**src/rtl/ez8_prog_loader.sv**
```systemverilog
// ez8_prog_loader
//   Turns a framed byte stream from the host link into 16-bit instruction
//   words for the ez8 core. The core is held paused while it loads. After a
//   good load the core gets a reset pulse, so its PC restarts at 0.
//
//   Frame: HEADER, LEN_HI, LEN_LO, N x {hi, lo}, [CSUM]
//   N = {LEN_HI[3:0], LEN_LO}
//
//   Build option EZ8_LOADER_CHECKSUM_EN adds a trailing XOR checksum byte.
//
// Ports
//   clk, reset              system clock, synchronous active-high reset
//   rx_data, rx_valid       incoming byte and its 1-cycle strobe
//   instr_writeaddr/data/en instruction memory write port (registered)
//   cpu_pause, cpu_reset    core hold and core reset pulse
//   load_done, load_error   sticky load status, cleared by the next header
//
// state | meaning
// ------+----------------------------------------------------------
// IDLE  | waiting for HEADER_BYTE, all other bytes dropped
// LENH  | expecting LEN_HI (upper nibble must be zero)
// LENL  | expecting LEN_LO
// DHI   | expecting the high byte of a word
// DLO   | expecting the low byte; the word is written on the next cycle
// CSUM  | expecting the checksum byte (checksum build only)
// RST   | cpu_reset pulse running, rx ignored
// ERR   | aborted load, one cycle, then IDLE with the core still held

module ez8_prog_loader #(
   parameter int          TIMEOUT_CYCLES = 1000000,
   parameter int          RESET_CYCLES   = 4,
   parameter logic [7:0]  HEADER_BYTE    = 8'hA5
) (
   input  logic        clk,
   input  logic        reset,
   input  logic [7:0]  rx_data,
   input  logic        rx_valid,
   output logic [11:0] instr_writeaddr,
   output logic [15:0] instr_writedata,
   output logic        instr_write_en,
   output logic        cpu_pause,
   output logic        cpu_reset,
   output logic        load_done,
   output logic        load_error
);

   localparam int TW = (TIMEOUT_CYCLES > 2) ? $clog2(TIMEOUT_CYCLES) : 1;
   localparam logic [TW-1:0] TMO_LOAD = TW'(TIMEOUT_CYCLES - 1);
   localparam logic [3:0]    RST_LOAD = 4'(RESET_CYCLES - 1);

   typedef enum logic [2:0] {
      S_IDLE, S_LENH, S_LENL, S_DHI, S_DLO,
`ifdef EZ8_LOADER_CHECKSUM_EN
      S_CSUM,
`endif
      S_RST, S_ERR
   } state_t;

   state_t state, state_nxt;

   logic [3:0]    len_hi_q;
   logic [11:0]   last_idx;
   logic [11:0]   word_cnt;
   logic [7:0]    hi_q;
   logic [3:0]    rst_cnt;
   logic [TW-1:0] tmo_cnt;
   logic [11:0]   len_n;
   logic          in_frame;
   logic          tmo_hit;
   logic          hdr, wr, rst_end;

`ifdef EZ8_LOADER_CHECKSUM_EN
   logic [7:0] csum;
   localparam state_t S_END = S_CSUM;
   assign in_frame = (state inside {S_LENH, S_LENL, S_DHI, S_DLO, S_CSUM});
`else
   localparam state_t S_END = S_RST;
   assign in_frame = (state inside {S_LENH, S_LENL, S_DHI, S_DLO});
`endif

   assign len_n   = {len_hi_q, rx_data};
   assign tmo_hit = (TIMEOUT_CYCLES != 0) && in_frame && !rx_valid && (tmo_cnt == '0);

   always_ff @(posedge clk) begin
      if (reset) state <= S_IDLE;
      else       state <= state_nxt;
   end

   always_comb begin
      state_nxt = state;
      hdr       = 1'b0;
      wr        = 1'b0;
      rst_end   = 1'b0;
      case (state)
         S_IDLE: if (rx_valid && rx_data == HEADER_BYTE) begin
            hdr       = 1'b1;
            state_nxt = S_LENH;
         end
         S_LENH: if (rx_valid) state_nxt = (rx_data[7:4] != 4'd0) ? S_ERR : S_LENL;
         S_LENL: if (rx_valid) state_nxt = (len_n == 12'd0) ? S_END : S_DHI;
         S_DHI:  if (rx_valid) state_nxt = S_DLO;
         S_DLO:  if (rx_valid) begin
            wr        = 1'b1;
            state_nxt = (word_cnt == last_idx) ? S_END : S_DHI;
         end
`ifdef EZ8_LOADER_CHECKSUM_EN
         S_CSUM: if (rx_valid) state_nxt = (rx_data == csum) ? S_RST : S_ERR;
`endif
         S_RST: if (rst_cnt == 4'd0) begin
            rst_end   = 1'b1;
            state_nxt = S_IDLE;
         end
         S_ERR:   state_nxt = S_IDLE;
         default: state_nxt = S_IDLE;
      endcase
      if (tmo_hit) state_nxt = S_ERR;
   end

   always_ff @(posedge clk) begin
      if (reset) begin
         instr_writeaddr <= '0;
         instr_writedata <= '0;
         instr_write_en  <= 1'b0;
         cpu_pause       <= 1'b0;
         cpu_reset       <= 1'b0;
         load_done       <= 1'b0;
         load_error      <= 1'b0;
         len_hi_q        <= '0;
         last_idx        <= '0;
         word_cnt        <= '0;
         hi_q            <= '0;
         rst_cnt         <= '0;
         tmo_cnt         <= '0;
      end else begin
         instr_write_en <= wr;
         if (wr) begin
            instr_writeaddr <= word_cnt;
            instr_writedata <= {hi_q, rx_data};
            word_cnt        <= word_cnt + 12'd1;
         end
         if (hdr) begin
            cpu_pause  <= 1'b1;
            load_done  <= 1'b0;
            load_error <= 1'b0;
            word_cnt   <= '0;
         end
         if (state == S_LENH && rx_valid) len_hi_q <= rx_data[3:0];
         if (state == S_LENL && rx_valid) last_idx <= len_n - 12'd1;
         if (state == S_DHI  && rx_valid) hi_q     <= rx_data;

         // Idle-gap timer restarts on every byte; only counts inside a frame.
         if (hdr || rx_valid)
            tmo_cnt <= TMO_LOAD;
         else if (in_frame && tmo_cnt != '0)
            tmo_cnt <= tmo_cnt - 1'b1;

         if (state_nxt == S_RST && state != S_RST) begin
            cpu_reset <= 1'b1;
            rst_cnt   <= RST_LOAD;
         end else if (state == S_RST && rst_cnt != 4'd0) begin
            rst_cnt <= rst_cnt - 4'd1;
         end

         // The core is released only here; an aborted load leaves it held.
         if (rst_end) begin
            cpu_reset <= 1'b0;
            cpu_pause <= 1'b0;
            load_done <= 1'b1;
         end
         if (state_nxt == S_ERR) load_error <= 1'b1;
      end
   end

`ifdef EZ8_LOADER_CHECKSUM_EN
   always_ff @(posedge clk) begin
      if (reset || hdr)
         csum <= '0;
      else if (rx_valid && (state inside {S_LENH, S_LENL, S_DHI, S_DLO}))
         csum <= csum ^ rx_data;
   end
`endif

endmodule

```
**config.mk**
```make
export PLATFORM = sky130hd
export DESIGN_NAME = ez8_prog_loader
export DESIGN_NICKNAME = d
export VERILOG_FILES = /design/src/rtl/ez8_prog_loader.sv
export SDC_FILE = /design/constraint.sdc
export NUM_CORES = 1
export LEC_CHECK = 0
export CORE_UTILIZATION = 61
export DETAILED_ROUTE_END_ITERATION = 12
export GPL_TIMING_DRIVEN = 0
export PLACE_DENSITY = 0.89
export SYNTH_ARGS = -nofsm -noshare
export SYNTH_HDL_FRONTEND = slang
export SYNTH_SLANG_ARGS = --single-unit
```
**constraint.sdc**
```tcl
create_clock -name clk -period 3.7 [get_ports clk]
set_input_delay 0.74 -clock clk [delete_from_list [all_inputs] [get_ports clk]]
set_output_delay 0.74 -clock clk [all_outputs]
set_load 0.1 [all_outputs]
```
After elaboration in Yosys (flattened, before gate mapping)
Index checks and enable logic that the tools add are counted.
Widths: inputs -> output; s select.

operators by class
  add/subtract/negate cells = 4
  mux-type cells = 24
  eq/ne operators = 10
  reduce and logical (&&, ||, !) cells = 27

operators with widths
  operator               number
  $mux 20                2
  $mux 3                 10
  $logic_not 20->1       1
  $reduce_bool 20->1     1
  $sub 20x1->20 const B  1
  $pmux 3 s6             1
  $add 12x1->12 const B  1
  $eq 12x12->1           1
  $eq 3x3->1 const B     4
  $logic_not 12->1       1
  $reduce_bool 4->1      3
  $sub 12x1->12 const B  1
  $logic_and 1x1->1      9
  $mux 1                 9
  $eq 8x8->1 const B     1
  $reduce_bool 2->1      4
  $reduce_or 2->1        4
  $eq 3x2->1 const B     2
  $logic_not 4->1        1
  $mux 2                 2
  $sub 4x1->4 const B    1
  $eq 3x1->1 const B     1
  $logic_not 3->1        1
  $ne 3x3->1 const B     1
  other kinds (2)        2

storage, ports and cells
  flip-flop bits (word level) = 96
  logic and storage cells = 81
  output and inout bits = 33

Longest topological paths before layout
Gate-level depths: netlist (run 1).

  depth in word-level cells = 8
  depth in mapped cells = 9

Worst setup path after synthesis (run 1)
No wires, ideal clock.

  path kind = input to register
  start point = in rx_data[4]
  end point = reg cpu_reset
  cell stages on the path = 6
  path buffers = 1
  setup slack = 1,578 ps
  data required time = 3,584 ps
  arrival time = 2,006 ps
  cells stage by stage = clkbuf_1 > nor4_4 > o211a_1 > nand2_1 > o2111a_1 > o21a_1

between the ends
  cells in the longest elaborated chain, start to end = 7

ends and longest elaborated chain
  item                                      RTL line     RTL
  start, declared                           36           input logic [7:0] rx_data,
  $logic_not 12->1 (tied with other cells)  100          S_LENL: if (rx_valid) state_nxt = (len_n == 12'd0) ? S_END : S_DHI;
  $mux 3 (tied with other cells)            100
  $mux 3 (on tied branches)                 100, 95, 99
  $pmux 3 s6 *                              94           case (state)
  $mux 3 *                                  116          if (tmo_hit) state_nxt = S_ERR;
  $eq 3x3->1 *                              157          if (state_nxt == S_RST && state != S_RST) begin
  $logic_and 1x1->1 *                       157
  end signal, assigned                      125          cpu_reset <= 1'b0;
  end signal, assigned                      158          cpu_reset <= 1'b1;
  end signal, assigned                      166          cpu_reset <= 1'b0;
  end, declared                             42           output logic cpu_reset,

Every way passes the cells marked *; elsewhere a longest branch is shown, timed or not.
A chain may end at the register's enable or synchronous reset.

Final worst setup path (run 1)
  start point = reg instr_writeaddr[11]
  end point = out instr_writeaddr[11]

RTL lines
  item                    RTL line  RTL
  start, declared         38        output logic [11:0] instr_writeaddr,
  start signal, assigned  137       instr_writeaddr <= word_cnt;

No word-level cell between the ends.

==> insert_results.sql, run 1 <==
INSERT INTO impl_metrics (metric_group, metric, value, unit) VALUES
('global_routing', 'grt_first_pass_wirelength', '17300', 'um'),
('timing', 'maxSlewViolCount', '0', ''),
('setup_path', 'critical_path.startpoint_type', 'flip-flop', ''),
('timing', 'clock-skew-final', '0.00894', 'ns'),
('placed_design', 'routabilityCongestion', '0.877', ''),
('yosys', 'yosys.cell_count.top_type', 'sky130_fd_sc_hd__dfxtp_1', ''),
('route', 'route.detailed.vias_per_inst', '5.84', ''),
('timing', 'measured_slew_at_the_worst_slew_check_pin', '0.990', 'ns'),
('yosys', 'synth_seq_area_share', '43.1', '%'),
('route', 'initialDrtViolationCount', '209', ''),
('yosys', 'synth.net_count', '545', ''),
('route', 'route.detailed.drc', '0', ''),
('yosys', 'synth.area.top_cells', 'sky130_fd_sc_hd__dfxtp_1 43%, sky130_fd_sc_hd__nand2_1 7.8%, sky130_fd_sc_hd__a21oi_1 6.9%', ''),
('finish', 'fillerInstances', '511', ''),
('cts', 'cts_inserted_buffers', '9', ''),
('global_routing', 'grt_start_max_net_pins', '18', ''),
('pwr', 'vdd_ir_drop_max', '274', 'uV'),
('route', 'wirelength', '10400', 'um'),
('yosys', 'async_flop_share', '0', '%'),
('timing', 'crit_path_time_final', '2.62', 'ns'),
('route', 'avgRoutedWirePerCell', '15.3', 'um'),
('cts', 'quantity_of_gates_resized_following_cts', '0', ''),
('timing', 'finalSetupViolCount', '0', ''),
('finish', 'finish.net_count', '597', ''),
('die', 'start_util', '64.5', '%'),
('timing', 'finalHoldViolCount', '0', ''),
('route', 'drt_first_pass_iters', '4', ''),
('die', 'ios', '44', ''),
('die', 'design.die.area', '7650', 'sq um'),
('global_routing', 'initial_antenna_violation_count', '0', ''),
('cts', 'clockBufferDepth', '2', ''),
('yosys', 'synth.yosys.warnings', '0', ''),
('die', 'die_h', '87.5', 'um'),
('cts', 'num_clock_sinks', '96', ''),
('placed_design', 'placement.io_buffers', '41', ''),
('finish', 'fraction_of_final_layout_cells_sized_beyond_drive_strength_1', '7.69', '%'),
('cts', 'cts_tree', 'yes', ''),
('cts', 'clkLatencyLatePin', '0.37', 'ns'),
('yosys', 'synth.top_cell.area_share', '43.1', '%'),
('yosys', 'syn-instance-count', '528', ''),
('cts', 'clock_tree.htree_level_count', '3', ''),
('timing', 'final.period_utilization', '70.7', '%'),
('yosys', 'netlist-cell-type-count', '62', ''),
('worst_hold_path', 'hold_path.class', 'reg -> reg', ''),
('pwr', 'pwr_density_cell', '384', 'nW/um^2'),
('global_routing', 'gr-total-overflow', '0', ''),
('timing', 'rsz0062_at_grt', 'no', ''),
('setup_path', 'critPathMaxFanout', '2', ''),
('setup_path', 'critical_path.endpoint_type', 'output port', ''),
('cts', 'clk_pin_slew_worst_paths', '0.10', 'ns'),
('die', 'core', '6910', 'sq um'),
('placed_design', 'dpl_cell_area', '4990', 'sq um'),
('setup_path', 'cpMaxStageDelayCell', 'sky130_fd_sc_hd__clkdlybuf4s50_1', ''),
('finish', 'synthToLayoutAreaGrowth', '16.1', '%'),
('die', 'row_count', '30', ''),
('setup_path', 'critPathRequiredTime', '2.96', 'ns'),
('placed_design', 'detailedPlacementHpwl', '7370', 'um'),
('finish', 'diodes', '0', ''),
('global_routing', 'grt_pass1_vias', '3683', ''),
('yosys', 'synth_ff_type', 'sky130_fd_sc_hd__dfxtp_1', ''),
('timing', 'timing.fmax', '382', 'MHz'),
('cts', 'cts_root_buffer', 'sky130_fd_sc_hd__clkbuf_8', ''),
('setup_path', 'path_class', 'reg -> out', ''),
('status', 'run_status', 'finished, final reports clean', ''),
('timing', 'final.setup.tns', '0', 'ns'),
('finish', 'utilization', '74.9', '%'),
('setup_path', 'crit_path_cell_trace', 'clkdlybuf4s50_1', ''),
('yosys', 'post-synth-top-area-cell', 'sky130_fd_sc_hd__dfxtp_1', ''),
('yosys', 'synthesis.area_per_instance', '8.44', 'sq um'),
('cts', 'postCtsHoldBufs', '0', ''),
('yosys', 'synth_edf_count', '0', '');
state kept, by name (all words and copies together), names as in the netlist:
register,flops
tmo_cnt,20
instr_writedata,16
instr_writeaddr,12
last_idx,12
word_cnt,12
hi_q,8
len_hi_q,4
rst_cnt,4
state,3
cpu_pause,1
cpu_reset,1
instr_write_en,1
load_done,1
load_error,1
path summary, 6_finish.rpt:
path | from | endpoint | slack [ns] | depth (start not counted)
min | cpu_pause$_SDFFE_PP0P_ | cpu_pause$_SDFFE_PP0P_ | 0.46 | 2
min reg2reg | cpu_pause$_SDFFE_PP0P_ | cpu_pause$_SDFFE_PP0P_ | 0.46 | 2
max reg2reg | tmo_cnt[0]$_SDFFE_PP0P_ | tmo_cnt[9]$_SDFFE_PP0P_ | 1.40 | 9
max | instr_writeaddr[11]$_SDFFE_PP0P_ | instr_writeaddr[11] | 1.08 | 1
layout make-up:
type | count | area (sq um) | share of cell area (%)
Buffer | 37 | 173 | 3.34
Sequential cell | 96 | 1920 | 37.2
Tap cell | 96 | 120 | 2.32
Multi-Input combinational cell | 384 | 2320 | 44.8
Timing Repair Buffer | 41 | 410 | 7.93
Inverter | 11 | 41.3 | 0.798
Clock buffer | 10 | 138 | 2.66
Clock inverter | 6 | 48.8 | 0.943
layout by cell type, fill, tap and decap left out, types with 3 or more instances in the layout:
cell                              instances
sky130_fd_sc_hd__clkbuf_1                25
sky130_fd_sc_hd__dfxtp_1                 96
sky130_fd_sc_hd__or3_1                    6
sky130_fd_sc_hd__nor3b_1                  6
sky130_fd_sc_hd__a211oi_1                11
sky130_fd_sc_hd__xnor2_1                 28
sky130_fd_sc_hd__a311oi_1                 4
sky130_fd_sc_hd__nand2_1                 92
sky130_fd_sc_hd__nand3_1                  7
sky130_fd_sc_hd__inv_6                    4
sky130_fd_sc_hd__o211ai_1                 5
sky130_fd_sc_hd__a31oi_1                  3
sky130_fd_sc_hd__clkdlybuf4s50_1         41
sky130_fd_sc_hd__o21ai_0                  8
sky130_fd_sc_hd__or2_2                    5
sky130_fd_sc_hd__buf_4                    3
sky130_fd_sc_hd__xor2_1                  22
sky130_fd_sc_hd__ha_1                     6
sky130_fd_sc_hd__nor4_1                   6
sky130_fd_sc_hd__nor3_1                  11
sky130_fd_sc_hd__nand2b_1                 3
sky130_fd_sc_hd__nand4_1                 13
sky130_fd_sc_hd__inv_1                   11
sky130_fd_sc_hd__a21oi_1                 61
sky130_fd_sc_hd__nor2_1                  43
sky130_fd_sc_hd__nor2b_1                  3
sky130_fd_sc_hd__buf_2                    6
sky130_fd_sc_hd__clkbuf_8                11
sky130_fd_sc_hd__nand3b_1                 3
layer usage:
metal	global-route usage, %	part of all wire [%]
met2	49.2	48
met3	5.02	5.1
met4	10.1	2.9
met5	0	0
met1	36.7	44
logic make-up (layout without fill, tap and decap cells):
logic type | Yosys count | in the layout | share of synthesized area (%)
and+or+nand+nor | 220 | 220 | 25.2
AOI/OAI and AO/OA | 107 | 107 | 15.1
DFF | 96 | 96 | 43.1
xor gates and xnor gates | 50 | 50 | 9.83
buffers and inverters | 48 | 105 | 4.80
adders and majority gates | 6 | 6 | 1.68
muxes | 1 | 1 | 0.225
where the power goes:
part           internal [W]  total, W  switching [W]
clock              0.000273  0.000657       0.000384
sequential          0.00106   0.00108      0.0000252
combinational     0.0000936  0.000248       0.000155
total               0.00142   0.00199       0.000564
per-stage QoR:
| step | power (W) | setup slack (ns) | hold slack, ns | std cells |
|---|---|---|---|---|
| 2_1_floorplan | 0.00128 | 1.58 | 0.432 | 528 |
| 3_3_place_gp | 0.00134 | 0.842 | 0.441 | 665 |
| 3_5_place_dp | 0.00135 | 0.785 | 0.448 | 665 |
| 4_1_cts | 0.00199 | 1.09 | 0.462 | 681 |
| 5_1_grt | 0.00207 | 1.03 | 0.472 | 681 |
| 6_report | 0.00199 | 1.08 | 0.457 | 681 |
No activity file was read; power rests on OpenSTA's default activity.
==> run 2, diff against run 1 <==
- CORE_UTILIZATION: 61 -> 57
- PLACE_DENSITY: 0.89 -> 0.84
- clock period: 3.7 -> 2.7 ns (I/O delays scaled with it)
==> insert_results.sql, run 2 (synthesized netlist as in run 1, its figures left out) <==
INSERT INTO impl_metrics (metric_group, metric, value, unit) VALUES
('setup_path', 'worst-path-buf-inv', '1', ''),
('die', 'design.die.area', '8170', 'sq um'),
('global_routing', 'grt_first_pass_wirelength', '16600', 'um'),
('timing', 'maxSlewHeadroom', '34.6', '%'),
('cts', 'quantity_of_gates_resized_following_cts', '0', ''),
('setup_path', 'critPathMaxFanout', '2', ''),
('timing', 'finalHoldViolCount', '0', ''),
('route', 'initialDrtViolationCount', '191', ''),
('route', 'ant_nets', '0', ''),
('placed_design', 'routabilityCongestion', '0.861', ''),
('route', 'wirelength', '10000', 'um'),
('setup_path', 'critPathRequiredTime', '2.16', 'ns'),
('timing', 'clock-skew-final', '0.00967', 'ns'),
('global_routing', 'gr-total-overflow', '0', ''),
('setup_path', 'critical_path.endpoint_type', 'output port', ''),
('status', 'run_status', 'finished, final reports clean', ''),
('finish', 'largest_register_ffs', '20', ''),
('worst_hold_path', 'hold_path_startpoint', 'instr_writeaddr[4]$_SDFFE_PP0P_', ''),
('route', 'drt_first_pass_iters', '6', ''),
('finish', 'largest_registers_ranked_by_flip_flop_count', 'tmo_cnt x20, instr_writedata x16', ''),
('global_routing', 'busiest_layer', 'met2', ''),
('job', 'timing.max_cap.violations', '0', ''),
('timing', 'timing.fmax', '411', 'MHz'),
('cts', 'clkLatencyLatePin', '0.37', 'ns'),
('pwr', 'pwr_density_cell', '526', 'nW/um^2'),
('finish', 'finish.net_count', '597', ''),
('timing', 'rsz0062_at_grt', 'no', ''),
('timing', 'final.period_utilization', '90.1', '%'),
('route', 'route.detailed.drc', '0', ''),
('finish', 'most-common-layout-cells', '96 x sky130_fd_sc_hd__dfxtp_1, 92 x sky130_fd_sc_hd__nand2_1, 61 x sky130_fd_sc_hd__a21oi_1', ''),
('cts', 'postCtsHoldBufs', '0', ''),
('die', 'die_h', '90.4', 'um'),
('finish', 'regMostFlops', 'tmo_cnt', ''),
('route', 'avgRoutedWirePerCell', '14.6', 'um'),
('global_routing', 'initial_antenna_violation_count', '0', ''),
('timing', 'measured_slew_at_the_worst_slew_check_pin', '0.978', 'ns'),
('finish', 'diodes', '0', ''),
('global_routing', 'grt_start_max_net_pins', '17', ''),
('global_routing', 'met3_track_usage_gr', '5.89', '%'),
('timing', 'final.setup.tns', '0', 'ns'),
('global_routing', 'global_route.usage.total', '25.2', '%'),
('placed_design', 'detailedPlacementHpwl', '7090', 'um'),
('placed_design', 'dpl_cell_area', '4990', 'sq um'),
('cts', 'clockBufferDepth', '2', ''),
('setup_path', 'critical_path.max_stage_delay', '1.15', 'ns'),
('placed_design', 'placement.io_buffers', '41', ''),
('pwr', 'leakage', '1.67', 'nW'),
('route', 'route.detailed.vias_per_inst', '5.67', ''),
('setup_path', 'path_class', 'reg -> out', ''),
('cts', 'cts_inserted_buffers', '9', ''),
('finish', 'fraction_of_final_layout_cells_sized_beyond_drive_strength_1', '7.69', '%'),
('setup_path', 'cpMaxStageDelayCell', 'sky130_fd_sc_hd__clkdlybuf4s50_1', ''),
('route', 'vias', '3881', ''),
('cts', 'clock_tree.htree_level_count', '3', ''),
('timing', 'hold_slack', '0.459', 'ns'),
('setup_path', 'worstSetupStartpoint', 'instr_writeaddr[11]$_SDFFE_PP0P_', ''),
('die', 'row_count', '31', ''),
('cts', 'cts_tree', 'yes', ''),
('timing', 'maxSlewViolCount', '0', ''),
('pwr', 'vdd_ir_drop_max', '391', 'uV'),
('die', 'start_util', '60.1', '%'),
('cts', 'post_cts_setup_repair_bufs', '0', ''),
('setup_path', 'timing.critical_path.arrival', '1.89', 'ns'),
('worst_hold_path', 'hold_path.class', 'reg -> reg', ''),
('timing', 'finalSetupViolCount', '0', ''),
('cts', 'cts_root_buffer', 'sky130_fd_sc_hd__clkbuf_8', ''),
('timing', 'timing.final.ws_setup', '0.268', 'ns'),
('finish', 'layout.cell_area.non_filler', '5180', 'sq um'),
('placed_design', 'post-place-ws', '0.0169', 'ns'),
('setup_path', 'crit_path_cell_trace', 'clkdlybuf4s50_1', ''),
('setup_path', 'cpLargestDelayFamily', 'buffers and inverters', ''),
('die', 'ios', '44', ''),
('setup_path', 'critical_path.startpoint_type', 'flip-flop', ''),
('global_routing', 'grt_pass1_vias', '3548', ''),
('die', 'core', '7410', 'sq um'),
('die', 'chipWidth', '90.4', 'um'),
('cts', 'clk_pin_slew_worst_paths', '0.09', 'ns'),
('global_routing', 'grt_use_met1', '30.8', '%'),
('global_routing', 'met2_usage_grt', '42.9', '%'),
('finish', 'final_common_cell', 'sky130_fd_sc_hd__dfxtp_1', ''),
('timing', 'crit_path_time_final', '2.43', 'ns'),
('cts', 'num_clock_sinks', '96', ''),
('finish', 'synthToLayoutAreaGrowth', '16.3', '%'),
('setup_path', 'worstReg2RegStart', 'tmo_cnt[0]$_SDFFE_PP0P_', '');
-- run 2: power breakdown --
part / total (W) / switching [W] / internal, W / leakage [nW]
registers: 0.00148 / 0.0000345 / 0.00145 / 0.778
clock network: 0.000904 / 0.000514 / 0.000390 / 0.0882
logic: 0.000339 / 0.000211 / 0.000128 / 0.801
total: 0.00273 / 0.000760 / 0.00197 / 1.67
-- run 2: path summary, 6_finish.rpt --
| kind | cells past startpoint | slack (ns) | endpoint |
|---|---|---|---|
| worst max-delay path | 1 | 0.27 | instr_writeaddr[11] |
| worst min register to register | 2 | 0.46 | instr_writeaddr[4]$_SDFFE_PP0P_ |
| worst min-delay path | 2 | 0.46 | instr_writeaddr[4]$_SDFFE_PP0P_ |
| worst max register to register | 9 | 0.51 | tmo_cnt[5]$_SDFFE_PP0P_ |
-- run 2: area by class of cell --
type                            count  area, sq um
Multi-Input combinational cell    384         2320
Clock inverter                      5         40.0
Buffer                             37          173
Timing Repair Buffer               41          410
Clock buffer                       11          151
Fill cell                         599         2230
Tap cell                           99          124
Inverter                           11         41.3
Sequential cell                    96         1920
-- run 2: stage by stage --
stage | util, % | power [W] | cells
after global routing | 69.9 | 0.00282 | 684
final | 69.9 | 0.00273 | 684
after global placement | 67.4 | 0.00183 | 668
after floorplan | - | 0.00176 | 528
after CTS | 69.9 | 0.00273 | 684
after detailed placement | 67.4 | 0.00185 | 668
-- run 2: routing by layer --
| metal | vias to the layer above | wire [um] |
|---|---|---|
| met5 | - | 0 |
| met4 | 0 | 294 |
| met3 | 25 | 464 |
| met2 | 112 | 4750 |
| met1 | 1816 | 4500 |
| li1 | 1928 | - |
==> run 3, diff against run 2 <==
- CTS_CLUSTER_DIAMETER: not set -> 50
- PLACE_DENSITY: 0.84 -> 0.8
==> insert_results.sql, run 3 (synthesized netlist as in run 1, its figures left out) <==
INSERT INTO impl_metrics (metric_group, metric, value, unit) VALUES
('die', 'chipWidth', '90.4', 'um'),
('global_routing', 'grt_use_met1', '33.0', '%'),
('cts', 'clockBufferDepth', '2', ''),
('finish', 'final_common_cell', 'sky130_fd_sc_hd__dfxtp_1', ''),
('route', 'ant_nets', '0', ''),
('timing', 'crit_path_time_final', '2.41', 'ns'),
('setup_path', 'critPathMaxFanout', '2', ''),
('cts', 'clock_tree.htree_level_count', '3', ''),
('setup_path', 'crit_path_cell_trace', 'clkdlybuf4s50_1', ''),
('global_routing', 'met3_track_usage_gr', '5.72', '%'),
('global_routing', 'met2_usage_grt', '43.1', '%'),
('pwr', 'clockPowerShare', '33.3', '%'),
('die', 'ios', '44', ''),
('setup_path', 'worst-path-buf-inv', '1', ''),
('setup_path', 'cpMaxStageDelayCell', 'sky130_fd_sc_hd__clkdlybuf4s50_1', ''),
('finish', 'synthToLayoutAreaGrowth', '16.3', '%'),
('cts', 'clkLatencyLatePin', '0.37', 'ns'),
('pwr', 'netSwitchingFraction', '27.8', '%'),
('worst_hold_path', 'min_delay_path_depth', '2', ''),
('timing', 'finalHoldViolCount', '0', ''),
('setup_path', 'critical_path.startpoint_type', 'flip-flop', ''),
('cts', 'quantity_of_gates_resized_following_cts', '0', ''),
('cts', 'postCtsHoldBufs', '0', ''),
('finish', 'finish.net_count', '597', ''),
('global_routing', 'global_route.usage.total', '25.7', '%'),
('finish', 'largest_registers_ranked_by_flip_flop_count', 'tmo_cnt x20, instr_writedata x16', ''),
('pwr', 'pwr_density_cell', '526', 'nW/um^2'),
('setup_path', 'timing.critical_path.arrival', '1.87', 'ns'),
('route', 'initialDrtViolationCount', '134', ''),
('setup_path', 'critical_path_cell_count', '1', ''),
('timing', 'final.setup.tns', '0', 'ns'),
('finish', 'fraction_of_final_layout_cells_sized_beyond_drive_strength_1', '7.69', '%'),
('setup_path', 'cpLargestDelayFamily', 'buffers and inverters', ''),
('timing', 'timing.fmax', '414', 'MHz'),
('job', 'timing.max_cap.violations', '0', ''),
('route', 'vias', '3832', ''),
('route', 'route.detailed.vias_per_inst', '5.60', ''),
('route', 'wirelength', '10000', 'um'),
('global_routing', 'grt_first_pass_wirelength', '17000', 'um'),
('setup_path', 'critPathRequiredTime', '2.16', 'ns'),
('die', 'design.die.area', '8170', 'sq um'),
('die', 'die_h', '90.4', 'um'),
('setup_path', 'critical_path.max_stage_delay', '1.14', 'ns'),
('worst_hold_path', 'hold_path.class', 'reg -> reg', ''),
('setup_path', 'critical_path.endpoint_type', 'output port', ''),
('pwr', 'fin_total_pwr', '0.00273', 'W'),
('cts', 'clk_pin_slew_worst_paths', '0.09', 'ns'),
('cts', 'cts_root_buffer', 'sky130_fd_sc_hd__clkbuf_8', ''),
('cts', 'cts_tree', 'yes', ''),
('global_routing', 'grt_start_max_net_pins', '17', ''),
('pwr', 'share_seq_of_total_power', '54.3', '%'),
('die', 'start_util', '60.1', '%'),
('global_routing', 'gr-total-overflow', '0', ''),
('pwr', 'p_sw', '0.000759', 'W'),
('timing', 'finalSetupViolCount', '0', ''),
('timing', 'maxSlewViolCount', '0', ''),
('pwr', 'leakage', '1.68', 'nW'),
('timing', 'clock-skew-final', '0.0149', 'ns'),
('timing', 'rsz0062_at_grt', 'no', ''),
('timing', 'maxSlewHeadroom', '34.4', '%'),
('global_routing', 'initial_antenna_violation_count', '0', ''),
('pwr', 'vdd_ir_drop_max', '343', 'uV'),
('finish', 'largest_register_ffs', '20', ''),
('finish', 'diodes', '0', ''),
('pwr', 'cell_internal_pwr', '0.00197', 'W'),
('global_routing', 'busiest_layer', 'met2', ''),
('placed_design', 'routabilityCongestion', '0.858', ''),
('route', 'avgRoutedWirePerCell', '14.7', 'um'),
('cts', 'num_clock_sinks', '96', ''),
('pwr', 'combinationalPowerShare', '12.4', '%'),
('status', 'run_status', 'finished, final reports clean', ''),
('die', 'row_count', '31', ''),
('route', 'drt_first_pass_iters', '4', ''),
('placed_design', 'placement.io_buffers', '41', ''),
('setup_path', 'path_class', 'reg -> out', ''),
('placed_design', 'detailedPlacementHpwl', '7270', 'um'),
('setup_path', 'worstRegToRegCells', '9', ''),
('timing', 'measured_slew_at_the_worst_slew_check_pin', '0.981', 'ns'),
('finish', 'most-common-layout-cells', '96 x sky130_fd_sc_hd__dfxtp_1, 92 x sky130_fd_sc_hd__nand2_1, 61 x sky130_fd_sc_hd__a21oi_1', ''),
('timing', 'final.period_utilization', '89.4', '%'),
('finish', 'regMostFlops', 'tmo_cnt', ''),
('global_routing', 'grt_pass1_vias', '3635', ''),
('cts', 'post_cts_setup_repair_bufs', '0', ''),
('cts', 'cts_inserted_buffers', '9', ''),
('route', 'route.detailed.drc', '0', ''),
('finish', 'utilization', '69.9', '%'),
('die', 'core', '7410', 'sq um');
run 3: worst register-to-register path: cells and delay by family, from the launching register on:
family	cells	cell delay [ns]
buffers and inverters	3	0.41
adders and majority gates	1	0.14
DFF	1	0.36
and+or+nand+nor	3	0.81
xor gates and xnor gates	1	0.19
AOI/OAI and AO/OA	1	0.21
run 3: layout make-up:
class                   instances  area, sq um
plain buffers                  37          173
fillers                       622         2230
flip-flops and latches         96         1920
repair buffers                 41          410
multi-input cells             384         2320
clock inverters                 5         40.0
clock buffers                  11          151
well taps                      99          124
inverters                      11         41.3
run 3: layer usage:
metal	share of wire, %	vias up
met2	47	91
met1	46	1792
met4	2.0	0
met5	0	-
met3	5.2	20
li1	-	1929
run 3: path summary, 6_finish.rpt:
path / from / to / slack (ns)
worst max-delay path: cpu_reset$_SDFFE_PP0P_ / cpu_reset / 0.29
worst min register to register: instr_writeaddr[6]$_SDFFE_PP0P_ / instr_writeaddr[6]$_SDFFE_PP0P_ / 0.46
worst max register to register: tmo_cnt[0]$_SDFFE_PP0P_ / tmo_cnt[10]$_SDFFE_PP0P_ / 0.47
worst min-delay path: instr_writeaddr[6]$_SDFFE_PP0P_ / instr_writeaddr[6]$_SDFFE_PP0P_ / 0.46
run 3: stage by stage:
step | hold slack, ns | setup WS [ns] | area (sq um) | cells
2_1_floorplan | 0.432 | 0.694 | 4460 | 528
3_3_place_gp | 0.443 | 0.0513 | 4990 | 668
3_5_place_dp | 0.446 | -0.0000553 | 4990 | 668
4_1_cts | 0.460 | 0.283 | 5180 | 684
5_1_grt | 0.480 | 0.214 | 5180 | 684
6_report | 0.456 | 0.287 | 5180 | 684
run 3: power by group through the flow:
stage,Sequential [W],Combinational [W],Clock (W)
2_1_floorplan,0.00153,0.000229,0
3_3_place_gp,0.00151,0.000324,0
3_5_place_dp,0.00151,0.000332,0
4_1_cts,0.00148,0.000335,0.000923
5_1_grt,0.00149,0.000371,0.000974
6_report,0.00148,0.000338,0.000908
